## src/rtl/dispatcher_pkg.sv

```systemverilog
// Shared types for the column-0 packet dispatcher and the column-(N-1) gatherer.
package dispatcher_pkg;

    localparam int unsigned NUM_TILES = 4;
    localparam int unsigned TILE_W    = 2;

    typedef logic [TILE_W-1:0] tile_idx_t;

    typedef enum logic {
        SOP  = 1'b0,
        BODY = 1'b1
    } disp_state_t;

    // One-hot tile select used for per-tile TVALID/TLAST vectors.
    function automatic logic [NUM_TILES-1:0] tile_onehot(input tile_idx_t t);
        logic [NUM_TILES-1:0] v;
        v = '0;
        v[t] = 1'b1;
        return v;
    endfunction

endpackage

```

## src/rtl/axis_out_reg.sv

```systemverilog
// One-beat output register with a destination tag; drives only the tagged tile
// and zeroes every other tile's TVALID/TDATA/TKEEP/TLAST.
module axis_out_reg
    import dispatcher_pkg::*;
#(
    parameter int unsigned BW  = 32,
    parameter int unsigned BWB = 4
) (
    input  logic                     i_clk,
    input  logic                     i_rst,
    input  logic                     i_load,
    input  tile_idx_t                i_dest,
    input  logic [BW-1:0]            i_data,
    input  logic [BWB-1:0]           i_keep,
    input  logic                     i_last,
    input  logic [NUM_TILES-1:0]     i_tready,
    output logic                     o_can_load,
    output logic [NUM_TILES-1:0]     o_tvalid,
    output logic [BW*NUM_TILES-1:0]  o_tdata,
    output logic [BWB*NUM_TILES-1:0] o_tkeep,
    output logic [NUM_TILES-1:0]     o_tlast
);

    logic                     r_valid;
    tile_idx_t                r_dest;
    logic [NUM_TILES-1:0]     r_tvalid;
    logic [BW*NUM_TILES-1:0]  r_tdata;
    logic [BWB*NUM_TILES-1:0] r_tkeep;
    logic [NUM_TILES-1:0]     r_tlast;
    logic                     w_drain;

    // Only the tagged tile's TREADY can retire the held beat.
    assign w_drain    = r_valid && i_tready[r_dest];
    assign o_can_load = !r_valid || w_drain;

    always_ff @(posedge i_clk) begin
        if (i_rst) begin
            r_valid  <= 1'b0;
            r_dest   <= '0;
            r_tvalid <= '0;
            r_tdata  <= '0;
            r_tkeep  <= '0;
            r_tlast  <= '0;
        end else if (i_load) begin
            r_valid <= 1'b1;
            r_dest  <= i_dest;
            for (int t = 0; t < NUM_TILES; t++) begin
                if (tile_idx_t'(t) == i_dest) begin
                    r_tvalid[t]           <= 1'b1;
                    r_tdata[t*BW +: BW]   <= i_data;
                    r_tkeep[t*BWB +: BWB] <= i_keep;
                    r_tlast[t]            <= i_last;
                end else begin
                    r_tvalid[t]           <= 1'b0;
                    r_tdata[t*BW +: BW]   <= '0;
                    r_tkeep[t*BWB +: BWB] <= '0;
                    r_tlast[t]            <= 1'b0;
                end
            end
        end else if (w_drain) begin
            r_valid  <= 1'b0;
            r_tvalid <= '0;
            r_tdata  <= '0;
            r_tkeep  <= '0;
            r_tlast  <= '0;
        end
    end

    assign o_tvalid = r_tvalid;
    assign o_tdata  = r_tdata;
    assign o_tkeep  = r_tkeep;
    assign o_tlast  = r_tlast;

endmodule

```

## src/rtl/packet_dispatcher.sv

```systemverilog
// Spreads whole AXI4-Stream packets over the four column-0 tiles.
// Define DISPATCHER_HDR_ROUTE_EN to route by TDATA[1:0] of the first beat instead of round-robin.
module packet_dispatcher
    import dispatcher_pkg::*;
#(
    parameter int unsigned BW  = 32,
    parameter int unsigned BWB = 4
) (
    input  logic                     clk_line,
    input  logic                     rst,
    input  logic                     stream_in_packet_TVALID,
    input  logic [BW-1:0]            stream_in_packet_TDATA,
    input  logic [BWB-1:0]           stream_in_packet_TKEEP,
    input  logic                     stream_in_packet_TLAST,
    output logic                     stream_in_packet_TREADY,
    output logic [NUM_TILES-1:0]     stream_out_packet_TVALID,
    output logic [BW*NUM_TILES-1:0]  stream_out_packet_TDATA,
    output logic [BWB*NUM_TILES-1:0] stream_out_packet_TKEEP,
    output logic [NUM_TILES-1:0]     stream_out_packet_TLAST,
    input  logic [NUM_TILES-1:0]     stream_out_packet_TREADY,
    output logic [15:0]              dispatch_pkt_count
);

    disp_state_t r_state;
    tile_idx_t   r_dest_q;
    logic [15:0] r_count;
    tile_idx_t   w_route;
    tile_idx_t   w_beat_dest;
    logic        w_can_load;
    logic        w_accept;
    logic        w_accept_last;

`ifdef DISPATCHER_HDR_ROUTE_EN
    assign w_route = tile_idx_t'(stream_in_packet_TDATA[TILE_W-1:0]);
`else
    tile_idx_t r_rr;

    // Round-robin pointer advances once per completed packet.
    always_ff @(posedge clk_line) begin
        if (rst) begin
            r_rr <= '0;
        end else if (w_accept_last) begin
            r_rr <= r_rr + tile_idx_t'(1);
        end
    end

    assign w_route = r_rr;
`endif

    assign stream_in_packet_TREADY = !rst && w_can_load;
    assign w_accept      = stream_in_packet_TVALID && stream_in_packet_TREADY;
    assign w_accept_last = w_accept && stream_in_packet_TLAST;
    assign w_beat_dest   = (r_state == SOP) ? w_route : r_dest_q;

    // Packet framing FSM, latched destination and completed-packet counter.
    always_ff @(posedge clk_line) begin
        if (rst) begin
            r_state  <= SOP;
            r_dest_q <= '0;
            r_count  <= '0;
        end else if (w_accept) begin
            if (r_state == SOP) begin
                r_dest_q <= w_route;
            end
            r_state <= stream_in_packet_TLAST ? SOP : BODY;
            if (stream_in_packet_TLAST) begin
                r_count <= r_count + 16'd1;
            end
        end
    end

    assign dispatch_pkt_count = r_count;

    axis_out_reg #(
        .BW  (BW),
        .BWB (BWB)
    ) u_out_reg (
        .i_clk      (clk_line),
        .i_rst      (rst),
        .i_load     (w_accept),
        .i_dest     (w_beat_dest),
        .i_data     (stream_in_packet_TDATA),
        .i_keep     (stream_in_packet_TKEEP),
        .i_last     (stream_in_packet_TLAST),
        .i_tready   (stream_out_packet_TREADY),
        .o_can_load (w_can_load),
        .o_tvalid   (stream_out_packet_TVALID),
        .o_tdata    (stream_out_packet_TDATA),
        .o_tkeep    (stream_out_packet_TKEEP),
        .o_tlast    (stream_out_packet_TLAST)
    );

endmodule
```

## config.mk

```make
export PLATFORM = sky130hd
export DESIGN_NAME = packet_dispatcher
export DESIGN_NICKNAME = d
export VERILOG_FILES = /design/src/rtl/dispatcher_pkg.sv /design/src/rtl/axis_out_reg.sv /design/src/rtl/packet_dispatcher.sv
export SDC_FILE = /design/constraint.sdc
export NUM_CORES = 1
export LEC_CHECK = 0
export ABC_AREA = 1
export BUFFER_PORTS_ARGS = -buffer_cell sky130_fd_sc_hd__buf_2
export CORE_AREA = 2 2 134 110
export DETAILED_ROUTE_END_ITERATION = 8
export DIE_AREA = 0 0 136 112
export GPL_TIMING_DRIVEN = 0
export PLACE_DENSITY = 0.81
export SKIP_LAST_GASP = 1
export SYNTH_ARGS = -nofsm -noshare
export SYNTH_HDL_FRONTEND = slang
export SYNTH_SLANG_ARGS = --single-unit
```

## constraint.sdc

```tcl
create_clock -name clk_line -period 2.3 [get_ports clk_line]
set_input_delay 0.345 -clock clk_line [delete_from_list [all_inputs] [get_ports clk_line]]
set_output_delay 0.345 -clock clk_line [all_outputs]
set_load 0.05 [all_outputs]
```

Word level (Yosys, flattened, before mapping)
Index checks and enable logic that the tools add are counted.
- register bits after elaboration: 174
- input port bits: 44
- output and inout port bits: 169
- word-level logic and storage cells: 54
- $add $sub $neg: 2
- magnitude comparators: 1
- equality and inequality tests: 3
- mux-type cells: 29
- reduce and logical (&&, ||, !) cells: 10
- operators by type and width (cell ; number):
    $mux W128 ; 2
    $mux W32 ; 4
    $mux W16 ; 2
    $mux W4 ; 7
    $add A16 B1 Y16 const B ; 1
    $mux W1 ; 12
    $eq A2 B2 Y1 const A ; 2
    $logic_and A1 B1 Y1 ; 4
    $lt A2 B3 Y1 const B ; 1
    $add A2 B1 Y2 const B ; 1
    $bmux W1 S2 ; 1
    $eq A1 B2 Y1 const A ; 1
    $logic_not A1 Y1 ; 2
    $logic_not A2 Y1 ; 1
    $mux W2 ; 1
    $reduce_and A2 Y1 ; 1
    $reduce_bool A2 Y1 ; 1
    $logic_or A1 B1 Y1 ; 1

Longest topological paths before layout
- depth after elaboration: 7
- mapped depth: 11
- mapped depth without buffers: 10

By module
A second synthesis with hierarchy kept.
- cell total of the unflattened synthesis: 851
- area total of the unflattened synthesis: 7023.0 um^2
- by module, submodules not included (module ; instances ; cells each ; area an instance (um^2) ; seq. area each (um^2)):
    axis_out_reg ; 1 ; 698 ; 5965.7 ; 3103.0
    packet_dispatcher ; 1 ; 153 ; 1057.3 ; 420.4

Worst setup path before layout
Ideal clock, no wire load.
- path kind: register to register
- start point: reg r_count[1], in the netlist dispatch_pkt_count[1]
- end point: reg r_count[8], in the netlist dispatch_pkt_count[8]
- library setup time: 0.115 ns
- arrival: 1.713 ns
- required time: 2.185 ns
- setup slack: 0.472 ns
- cell stages (with the launch flop): 11
- buffers on the path: 0
- clock period less this slack: 1.828 ns
- path through: dfxtp_1 > ha_1 > nand2_1 > nor2_1 > nand2_1 > nor2_1 > nand2_1 > nor2_1 > nand2_1 > nand2_1 > nor2_1
- word-level cells in the longest chain between the ends: 1
- ends and longest elaborated chain (what ; RTL line ; text):
    start, declared ; packet_dispatcher.sv:26 ; logic [15:0] r_count;
    start signal, assigned ; packet_dispatcher.sv:67 ; r_count <= r_count + 16'd1;
    $add A16 B1 Y16 ; packet_dispatcher.sv:67 ;
No other way between the ends.
A chain may end at the register's enable or synchronous reset.

Worst setup path in the final report
- start point: reg u_out_reg.r_dest[0]
- end point: out stream_in_packet_TREADY
- word-level cells in the longest chain between the ends: 5
- ends and longest elaborated chain (what ; RTL line ; text):
    start, declared ; axis_out_reg.sv:25 ; tile_idx_t r_dest;
    start signal, assigned ; axis_out_reg.sv:46 ; r_dest <= i_dest;
    $bmux W1 S2 ; axis_out_reg.sv:33 ; assign w_drain = r_valid && i_tready[r_dest];
    $mux W1 (not written as such) ; axis_out_reg.sv:33 ;
    $logic_and A1 B1 Y1 ; axis_out_reg.sv:33 ;
    $logic_or A1 B1 Y1 ; axis_out_reg.sv:34 ; assign o_can_load = !r_valid || w_drain;
    $logic_and A1 B1 Y1 ; packet_dispatcher.sv:50 ; assign stream_in_packet_TREADY = !rst && w_can_load;
    end, declared ; packet_dispatcher.sv:15 ; output logic stream_in_packet_TREADY,
No other way between the ends. The select of a mux whose other input is x is not followed.

==> summary.txt <==
Finish
  – Nets: 1366
  – N_diodes: 0
  – Fill count: 1233
  – Design area: 9570 µm²
  – Most frequent cells in the layout: 314 x nand3_1, 252 x buf_2, 193 x nor2_1, 174 x dfxtp_1, 158 x a21oi_1
  – Multi-input gate area: 3502 µm²
  – Layout Cells excl Fill: 1518
  – Layout area overhead: 24.13%
  – Register Area: 3483 µm²
  – Share of cells above drive strength 1: 22.64%
  – Commonest non-fill, non-tap cell in the layout: nand3_1
  – Post-Route Utilization: 68.58%

Floorplanning
  – Die Width: 136 µm
  – Die area: 15230 µm²
  – Core ar.: 13960 µm²
  – Top Ports: 213
  – Rows: 39
  – Die height: 112 µm
  – Starting Density: 55.24%

Setup path
  – Crit path max-delay family: buffers and inverters
  – CP startpoint: u_out_reg.r_dest[0]
  – Worst EP arrival: 1.76 ns
  – Max incr delay on CP: 0.33 ns
  – Critical R2R Launch: u_out_reg.r_dest[0]
  – Register-to-register setup slack: 0.39 ns
  – CP Cell Sequence: inv_1 -> nand2_1 -> nand3_1 -> nand2_2 -> a21oi_4 -> clkbuf_4 -> buf_4
  – Buf+Inv Stages, Crit Path: 3
  – Startpoint class of the critical path: register
  – Crit end category: output port
  – Worst reg2reg path depth: 9
  – CP max stage cell: dfxtp_1
  – CP Data Required Time: 1.96 ns
  – Top fanout value on the critical path: 10
  – Reg2reg end: u_out_reg.o_tlast[3]
  – Crit Path Category: reg -> out

Route
  – Routed wl met3: 2684 µm
  – Via/cell ratio: 5.764
  – DR WL/cell: 16.98 µm
  – Highest Signal Layer: met4
  – M1 wire length: 11160 µm
  – ANT nets after route: 0
  – Via count: 8750
  – Met2 routed WL: 11200 µm
  – Drt pass-1 iters: 6
  – Iteration-0 DRC Markers: 1122
  – Drt drc: 0
  – Drt total wl: 25780 µm

STA
  – Highest clock rate: 474.8 MHz
  – Fin. Hold Viols: 0
  – Setup TNS after final layout: 0 ns
  – Clock Skew: 0.008393 ns
  – Min Clock Period, post-route: 2.106 ns
  – Setup-failing EPs final: 0
  – Relative slew slack: 56.80%
  – Max-slew violation count: 0
  – Slew @ Worst Pin: 0.6480 ns
  – Final worst path period share: 91.58%
  – RSZ-0062 raised after global routing: no

Placement
  – Placed instance count: 1485
  – DP Wirelength: 18330 µm
  – I/O Buffers: 212
  – Routability congestion estimate: 0.9060
  – DP Area: 9001 µm²

Clock tree
  – H-tree depth: 4
  – Clk buf depth: 2
  – Hold buffer count at cts: 0
  – Clock Pin Slew Worst Setup and Hold Paths: 0.06 ns
  – Clock Sinks: 174
  – CTS root buffer: clkbuf_16
  – Clk_lat worst skew: 0.44 ns
  – CTS tree: done
  – CTS Buf Count: 17

Synthesis
  – Share of the synthesized area in the top cell type: 45.18%
  – Yosys top cell by area: dfxtp_1
  – Gate Count Post-Synth: 1089
  – Post-synthesis cell type count: 26
  – Number of synthesis warnings: 0
  – Syn_nets: 1134
  – Sequential-to-total area share from yosys stat: 45.18%
  – Largest cells by area after synthesis: dfxtp_1 45%, nand3_1 20%, a21oi_1 10%, nor2_1 9.4%, inv_1 2.9%
  – Average cell area after synthesis: 7.080 µm²
  – Flops & latches, synth: 174
  – Synth Cell Area: 7710 µm²

Hold path
  – Hold Startpoint: stream_in_packet_TLAST
  – Hold Path Depth: 5
  – Sink of the worst hold path: r_rr[1]
  – Hold Crit Class: in -> reg

Outcome
  – Outcome: finished, final reports clean

Power and ir drop
  – Total power: 7056 µW
  – Power Dens Cells: 737.3 nW/µm²
  – Maximum vdd drop: 0.5703 mV
  – Static leakage: 0.004189 µW

Job
  – Max Cap Viol: 0

Global route
  – First-pass GRT wire length: 39720 µm
  – Vias in the first global route: 7679
  – Pin count of the biggest net entering global routing: 17
  – Antenna violations before repair: 0
  – Grt ovf: 0
  – GRT Overall Usage: 33.23%
[metrics by stage]
step                worst slack [ns]  hold WS (ns)
floorplan                     0.4723        0.4592
global placement              0.3800        0.4638
detailed placement            0.3538        0.4672
CTS                          0.01298        0.3574
global route                  0.1017        0.4000
finish                        0.1936        0.3731
[cell type report]
cell class | count | share of cell area [%]
Clock buffer | 26 | 5.216
Inverter | 61 | 2.392
Clock inverter | 6 | 0.6014
Tap cell | 184 | 2.406
Buffer | 103 | 5.203
Multi-Input combinational cell | 751 | 36.59
Sequential cell | 174 | 36.40
Timing Repair Buffer | 213 | 11.19
[flip-flops by register name (all words and copies together) (netlist names)]
name	flops
u_out_reg.o_tlast	4
r_state	1
dispatch_pkt_count	16
u_out_reg.o_tdata	128
u_out_reg.o_tkeep	16
r_rr	2
u_out_reg.o_tvalid	4
u_out_reg.r_valid	1
u_out_reg.r_dest	2
[worst min-delay path: stages]
cell	delay, ns
buf_2	0.12
nand4_1	0.12
nand2_1	0.06
nand2_1	0.06
nor2_1	0.05
[power breakdown]
part	switching (µW)	internal (µW)	total, µW
combinational	866	273	1140
sequential	47.5	3090	3130
clock	1180	1600	2780
[worst max-delay path by stage]
stage	end	slack [ns]	cells past startpoint
3_3_place_gp	u_out_reg.o_tdata[64]	0.38	5
4_1_cts	stream_in_packet_TREADY	0.01	7
2_1_floorplan	dispatch_pkt_count[8]	0.47	10
3_5_place_dp	u_out_reg.o_tdata[92]	0.35	5
6_report	stream_in_packet_TREADY	0.19	7
5_1_grt	stream_in_packet_TREADY	0.10	7
[cell families (layout without fill, tap and decap cells)]
logic type | Yosys count | count (layout) | share of synthesized area, %
compound gates | 168 | 168 | 11.08
fa+ha+maj | 1 | 1 | 0.1623
buf+inv | 164 | 409 | 9.396
flops | 174 | 174 | 45.18
simple gates | 582 | 582 | 34.18
[cell usage after synthesis]
cell      instances
a21oi_1         158
a21oi_4           1
buf_1            12
buf_2            42
buf_4            10
buf_6             2
clkbuf_1         36
clkbuf_4          1
clkinv_1          1
dfxtp_1         174
ha_1              1
inv_1            59
inv_2             1
nand2_1          56
nand2_2           2
nand3_1         314
nand3_2           1
nand3_4           1
nand4_1           6
nor2_1          193
nor3_1            4
o21ai_0           6
o21ai_1           2
o21bai_1          1
or2_1             4
or2_2             1
[per-layer routing]
layer / track usage [%] / up-vias
li1: - / 4107
met1: 47.58 / 4043
met2: 49.25 / 528
met3: 7.149 / 72
met4: 12.08 / 0
met5: 0 / -
[repair_timing]
| action | CTS | global route |
|---|---|---|
| resized for setup | 1 | 1 |
| pin swaps | 0 | 1 |
| setup endpoints to repair | 1 | 1 |
| cloned | 0 | 0 |
| buffers inserted | 0 | 1 |
(Power assumes the default switching activity.)
